==> config.mk <==
export PLATFORM = sky130hd
export DESIGN_NAME = cache_line_serializer
export DESIGN_NICKNAME = d
export VERILOG_FILES = /design/src/rtl/cache_line_serializer.sv
export SDC_FILE = /design/constraint.sdc
export NUM_CORES = 1
export LEC_CHECK = 0
export ABC_AREA = 1
export BUFFER_PORTS_ARGS = -buffer_cell sky130_fd_sc_hd__clkbuf_2
export CAP_MARGIN = 20
export CORE_ASPECT_RATIO = 0.6
export CORE_MARGIN = 10
export CORE_UTILIZATION = 45
export CTS_BUF_LIST = sky130_fd_sc_hd__clkbuf_2 sky130_fd_sc_hd__clkbuf_4 sky130_fd_sc_hd__clkbuf_8
export CTS_CLUSTER_DIAMETER = 40
export DETAILED_ROUTE_END_ITERATION = 12
export PLACE_DENSITY = 0.73
export RECOVER_POWER = 100
export REMOVE_ABC_BUFFERS = 1
export SLEW_MARGIN = 10
export SYNTH_ARGS = -nofsm -noshare
export SYNTH_HDL_FRONTEND = slang
export SYNTH_SLANG_ARGS = --single-unit
==> constraint.sdc <==
create_clock -name clk -period 1.16 [get_ports clk]
set_input_delay 0.174 -clock clk [delete_from_list [all_inputs] [get_ports clk]]
set_output_delay 0.174 -clock clk [all_outputs]
set_load 0.005 [all_outputs]
==> src/rtl/cache_line_serializer.sv <==
// Write-back transmitter: takes one cache line in parallel and streams it to memory
// as SHIFT_LEN-bit beats, least-significant beat first, each tagged with its byte address.
module cache_line_serializer #(
    parameter int CASH_STR_WIDTH = 64,
    parameter int SHIFT_LEN      = 32,
    parameter int ADDR_WIDTH     = 16
) (
    input  logic                      clk,
    input  logic                      reset,
    input  logic                      in_valid,
    output logic                      in_ready,
    input  logic [CASH_STR_WIDTH-1:0] in_line,
    input  logic [ADDR_WIDTH-1:0]     in_addr,
    output logic                      out_valid,
    input  logic                      out_ready,
    output logic [SHIFT_LEN-1:0]      out_data,
    output logic [ADDR_WIDTH-1:0]     out_addr,
    output logic                      out_last,
    output logic                      busy,
    output logic                      done
);

    localparam int BEATS      = CASH_STR_WIDTH / SHIFT_LEN;
    localparam int BEAT_BYTES = SHIFT_LEN / 8;
    localparam int CNT_W      = (BEATS > 1) ? $clog2(BEATS) : 1;

    localparam logic [CNT_W-1:0]      LAST_BEAT = CNT_W'(BEATS - 1);
    localparam logic [ADDR_WIDTH-1:0] ADDR_STEP = ADDR_WIDTH'(BEAT_BYTES);

    // Handshake rule on both sides: a transfer happens on the rising edge where
    // valid and ready are both high; valid, once raised, holds with stable payload
    // until that edge.

    typedef enum logic {
        IDLE = 1'b0,
        SEND = 1'b1
    } state_t;

    state_t state;
    state_t state_nxt;

    logic [CASH_STR_WIDTH-1:0] data;
    logic [ADDR_WIDTH-1:0]     addr;
    logic [CNT_W-1:0]          beat_cnt;
    logic                      accept;
    logic                      beat_fire;
    logic                      last_beat;

    always_ff @(posedge clk) begin
        if (reset) begin
            state <= IDLE;
        end else begin
            state <= state_nxt;
        end
    end

    // busy is the externally visible copy of the FSM state (1 = SEND).
    always_comb begin
        state_nxt = state;
        in_ready  = 1'b0;
        out_valid = 1'b0;
        busy      = 1'b0;
        accept    = 1'b0;
        beat_fire = 1'b0;
        last_beat = (beat_cnt == LAST_BEAT);
        case (state)
            IDLE: begin
                in_ready = !reset;
                accept   = in_valid && !reset;
                if (accept) begin
                    state_nxt = SEND;
                end
            end
            SEND: begin
                out_valid = 1'b1;
                busy      = 1'b1;
                beat_fire = out_ready;
                if (out_ready && last_beat) begin
                    state_nxt = IDLE;
                end
            end
            default: begin
                state_nxt = IDLE;
            end
        endcase
    end

    // Outputs are forced to zero outside SEND so an idle bus carries no stale beat.
    always_comb begin
        out_data = '0;
        out_addr = '0;
        out_last = 1'b0;
        if (busy) begin
            out_data = data[SHIFT_LEN-1:0];
            out_addr = addr;
            out_last = last_beat;
        end
    end

    // The address advances alongside the shift, which equals base + beat_cnt*BEAT_BYTES
    // modulo 2^ADDR_WIDTH without needing a multiplier.
    always_ff @(posedge clk) begin
        if (reset) begin
            data     <= '0;
            addr     <= '0;
            beat_cnt <= '0;
            done     <= 1'b0;
        end else begin
            done <= beat_fire && last_beat;
            if (accept) begin
                data     <= in_line;
                addr     <= in_addr;
                beat_cnt <= '0;
            end else if (beat_fire) begin
                data     <= data >> SHIFT_LEN;
                addr     <= addr + ADDR_STEP;
                beat_cnt <= last_beat ? '0 : beat_cnt + 1'b1;
            end
        end
    end

endmodule

* Word level (Yosys, flattened, before mapping) *
Cells that the tools add are included.
W data, S select, Z words.

storage, ports and cells
  logic and storage cells = 29
  output and inout port bits = 53
  flip-flop bits (word level) = 83
  input bits = 84

cells by class
  bitwise operators = 1
  reduce and logical (&&, ||, !) cells = 6
  muxes and demuxes = 15
  $add $sub $neg = 2

operators with widths
  cell                     count
  $mux W64                 2
  $mux W16                 3
  $mux W32                 1
  $add A16 B3 Y16 const B  1
  $mux W1                  8
  $logic_and A1 B1 Y1      3
  $pmux W1 S2              1
  $reduce_bool A2 Y1       1
  $reduce_or A2 Y1         1
  $add A1 B1 Y1 const B    1
  $logic_not A1 Y1         1
  $not A1 Y1               1

* Longest topological paths before layout *
  depth after elaboration = 4
  depth in mapped cells = 10
  mapped depth without buffers = 8

* Least setup slack after synthesis *
OpenSTA, ideal clock, no wires.

  path type = register to register
  from = reg addr[2]
  to = reg addr[12]
  data arrival time = 1,149 ps
  buffers on the path = 0
  cell stages (with the launch flop) = 7
  period minus slack after synthesis = 1,282 ps
  library setup time = 132 ps
  slack = -122 ps
  data required time = 1,028 ps
  cells stage by stage = dfxtp_1 -> ha_1 -> nand3_1 -> nor2_1 -> a21boi_0 -> o21bai_1 -> a21oi_1

on the way
  word-level cells in the longest chain between the ends = 3

ends and longest elaborated chain
  item                    RTL line  source
  start, declared         43        logic [ADDR_WIDTH-1:0] addr;
  start signal, assigned  112       addr <= in_addr;
  start signal, assigned  116       addr <= addr + ADDR_STEP;
  $add A16 B3 Y16         116
  $mux W16                114       end else if (beat_fire) begin
  $mux W16                110       if (accept) begin

Every way passes these cells. The select of a mux whose other input is x is not followed.
A chain may end at the register's enable or synchronous reset.

* Final worst setup path *
  from = reg state
  to = out out_addr[5]

on the way
  word-level cells in the longest chain between the ends = 2

ends and longest elaborated chain
  item                    RTL line  source
  start, declared         39        state_t state;
  start signal, assigned  53        state <= state_nxt;
  $mux W1                 66        case (state)
  $mux W16                93        if (busy) begin
  end, declared           17        output logic [ADDR_WIDTH-1:0] out_addr,

Every way passes these cells.

==> metrics.txt <==
area leader, netlist dfxtp_1; Clock Pin Slew Worst Setup and Hold Paths about 0.08 ns; CTS tree built; Port-buffer cells about 140; cell leakage power 0.00298 µW; flops & latches, synth 83; met1 WL between 6000 and 7000 µm; Final Skew approximately 0.01 ns; num ports approximately 140; Worst Tran Pin Value approximately 0.39 ns; CP startpoint kind flop; failing checks setup timing; Core Rows 26; worst-path cell chain buf_12 -> clkbuf_16 -> nand2_2 -> inv_1 -> buf_2; post-DP HPWL ~9100 µm; run status finished with violations; Setup CP Type flop to primary output; synthesized cell area just under 4000 µm²; H-tree Lvls 3; filler cell count 678; Post-Synthesis Cells just under 600; CP bufs+invs 4; Final period util 123%; adder-cell share of the synthesized area less than 1%; share of post-route cells with drive strength above 1 between 30 and 40%; CTS Buf Count 9; largest net degree at the start of global routing 48; Seq pwr share a little under half; root buf cell clkbuf_8; Area Growth Syn to Fin 54.4%; vias about 4500; Avg Inst Size Synth ~6.6 µm²; DR WL/cell 15.9 µm; CTS Buffer Depth 2; die width between 100 and 150 µm; Die Area approximately 13000 µm²; Worst path top cell family by delay buffers and inverters; gr usage total between 20 and 25%; post-synthesis mux area share 0%; largest family of logic cells by synthesized area simple AND/OR/NAND/NOR gates; RSZ-0062 raised after global routing true; fin crit period 1.43 ns; share of the synthesized area in the top cell type 42.8%; drt pass-1 iters 4; Initial Utilization 45.9%; internal power roughly 4800 µW; area share of xor/xnor cells in the synthesized design less than 1%; count of final setup violators roughly 130; CTS Hold Bufs 0; GP Congestion about 0.85; vias in the first global route 4367; Synth Area in Simple Gates 31.6%; PD cells about 1100 nW/µm²; Worst path max stage delay between 0.3 and 0.4 ns; Fmax around 700 MHz; antenna fix cells 0; Antenna Nets Post-Route 0; Clk pwr share a little under a third; first-pass GRT wire length 21600 µm; sequential fraction of the synthesis area about 43%; routed vias/inst roughly 5.1; Iter 0 DRT Violations 246; area of the core around 8500 µm²; critical path peak fanout 6; drt total wl roughly 14000 µm; hold path depth 3; antenna violations before repair 0; Synth cell types 27; switch share between 20% and 30%; met3 WL 1320 µm; clock insertion delay at the later pin of the skew report around 0.36 ns; NetSw about 2000 µW; Peak VDD IR approximately 0.71 mV; Synth area leaders dfxtp_1 43%, nand2_1 25%, inv_1 6.4%, a31oi_1 5.8%, a21oi_1 4.9%; Worst EP required around 0.99 ns; overall power of the completed layout slightly below 7000 µW; uppermost layer routed met4; number of cells on the critical path 5; metal2 WL between 6000 and 7000 µm; FF-to-FF path depth 10; total of max-cap violations 0; Die Ht 91.9 µm; combinational share of power a little under a quarter; final hold viol count 0; crit path DAT 1.26 ns; final worst setup slack -0.271 ns; CP max-delay cell dfxtp_4; Slew Viols, Final 0; Hold Path Class input pin to flop; drc violations 0; Yosys warnings 0; Nets 852; relative slew slack about 74%; final core occ between 70% and 80%; Compound-Gate Fraction of Synth Area 13.0%; CP Capture Type primary output; clock sinks 83; GRT Residual Overflow 0
## power by group through the flow
stage               combinational, µW  clock [µW]  sequential (µW)
CTS                              1390        2120             3090
global placement                 1080           0             3150
detailed placement               1100           0             3150
global route                     1760        2250             3130
finish                           1640        2090             3110
floorplan                         420           0             3180
## cell usage after synthesis (all sizes together)
cell,count
a211oi,1
clkbuf,13
nand4,5
nand2,259
o211ai,2
buf,23
nor2,19
nand3,24
o221ai,1
nor3,2
a21oi,38
clkinv,1
a31oi,36
o21ai,7
dfxtp,83
xor2,1
o21bai,2
ha,1
inv,68
a21boi,1
nand3b,1
## final timing paths
check | startpoint | endpoint | slack, ns
hold reg to reg | data[37] | data[37] | 0.46
setup reg to reg | state | addr[7] | -0.27
hold / removal | in_addr[1] | addr[1] | 0.03
setup / recovery | state | out_addr[5] | -0.27
## logic make-up (layout without fill, tap and decap cells)
kind of cell	count (synthesis)	in the layout
simple gates	310	310
compound gates	88	88
xor+xnor	1	1
fa+ha+maj	1	1
buf+inv	105	289
flops	83	83
## flip-flops by register name (all words and copies together), names as in the netlist
signal,cells
data,64
addr,16
beat_cnt,1
done,1
state,1
## area by class of cell
class | count | area [µm²] | area share (%)
multi-input combinational | 400 | 2030 | 33.8
sequential | 83 | 1670 | 27.9
timing repair buffer | 202 | 1660 | 27.6
inverter | 69 | 292 | 4.87
tap | 112 | 140 | 2.34
clock buffer | 11 | 139 | 2.32
clock inverter | 5 | 53.8 | 0.898
timing repair inverter | 2 | 15.0 | 0.251
## worst min-delay path: stages
cell,delay [ns]
clkbuf_2,0.08
nand2_1,0.05
nand2_1,0.05
## routing by layer
metal  up-vias  global-route usage, %
li1       2204                      -
met1      2091                   26.8
met2       224                   30.6
met3        21                   6.69
met4         0                   5.74
met5         -                      0
## repair_timing
| action | 4_1_cts | 5_1_grt |
|---|---|---|
| setup buffers | 7 | 6 |
| resized for setup | 47 | 131 |
| gates cloned | 7 | 5 |
| pin swaps | 2 | 35 |
| setup endpoints to repair | 129 | 134 |
## cell usage in the layout (no fill, tap or decap), drive strengths merged
cell,instances
nor3,2
ha,1
clkbuf,128
inv,69
clkinv,6
o221ai,1
xor2,1
nor2,19
o21bai,2
nand4,5
buf,85
a21oi,38
o21ai,7
a211oi,1
nand3,24
dfxtp,83
nand3b,1
bufinv,1
nand2,259
a31oi,36
a21boi,1
o211ai,2
## through the flow
stage / TNS [ns] / cells / hold slack, ns / area, µm² / setup slack (ns)
after global placement: -4.58 / 846 / 0.390 / 4950 / -0.156
after detailed placement: -8.68 / 846 / 0.401 / 4950 / -0.200
after global routing: -36.46 / 884 / 0.0244 / 5990 / -0.352
after CTS: -26.19 / 876 / 0.0186 / 5530 / -0.264
after floorplan: -145.10 / 552 / 0.243 / 3670 / -1.70
final: -27.19 / 884 / 0.0349 / 5990 / -0.271
Note: power is estimated with default switching activity, not from simulation.
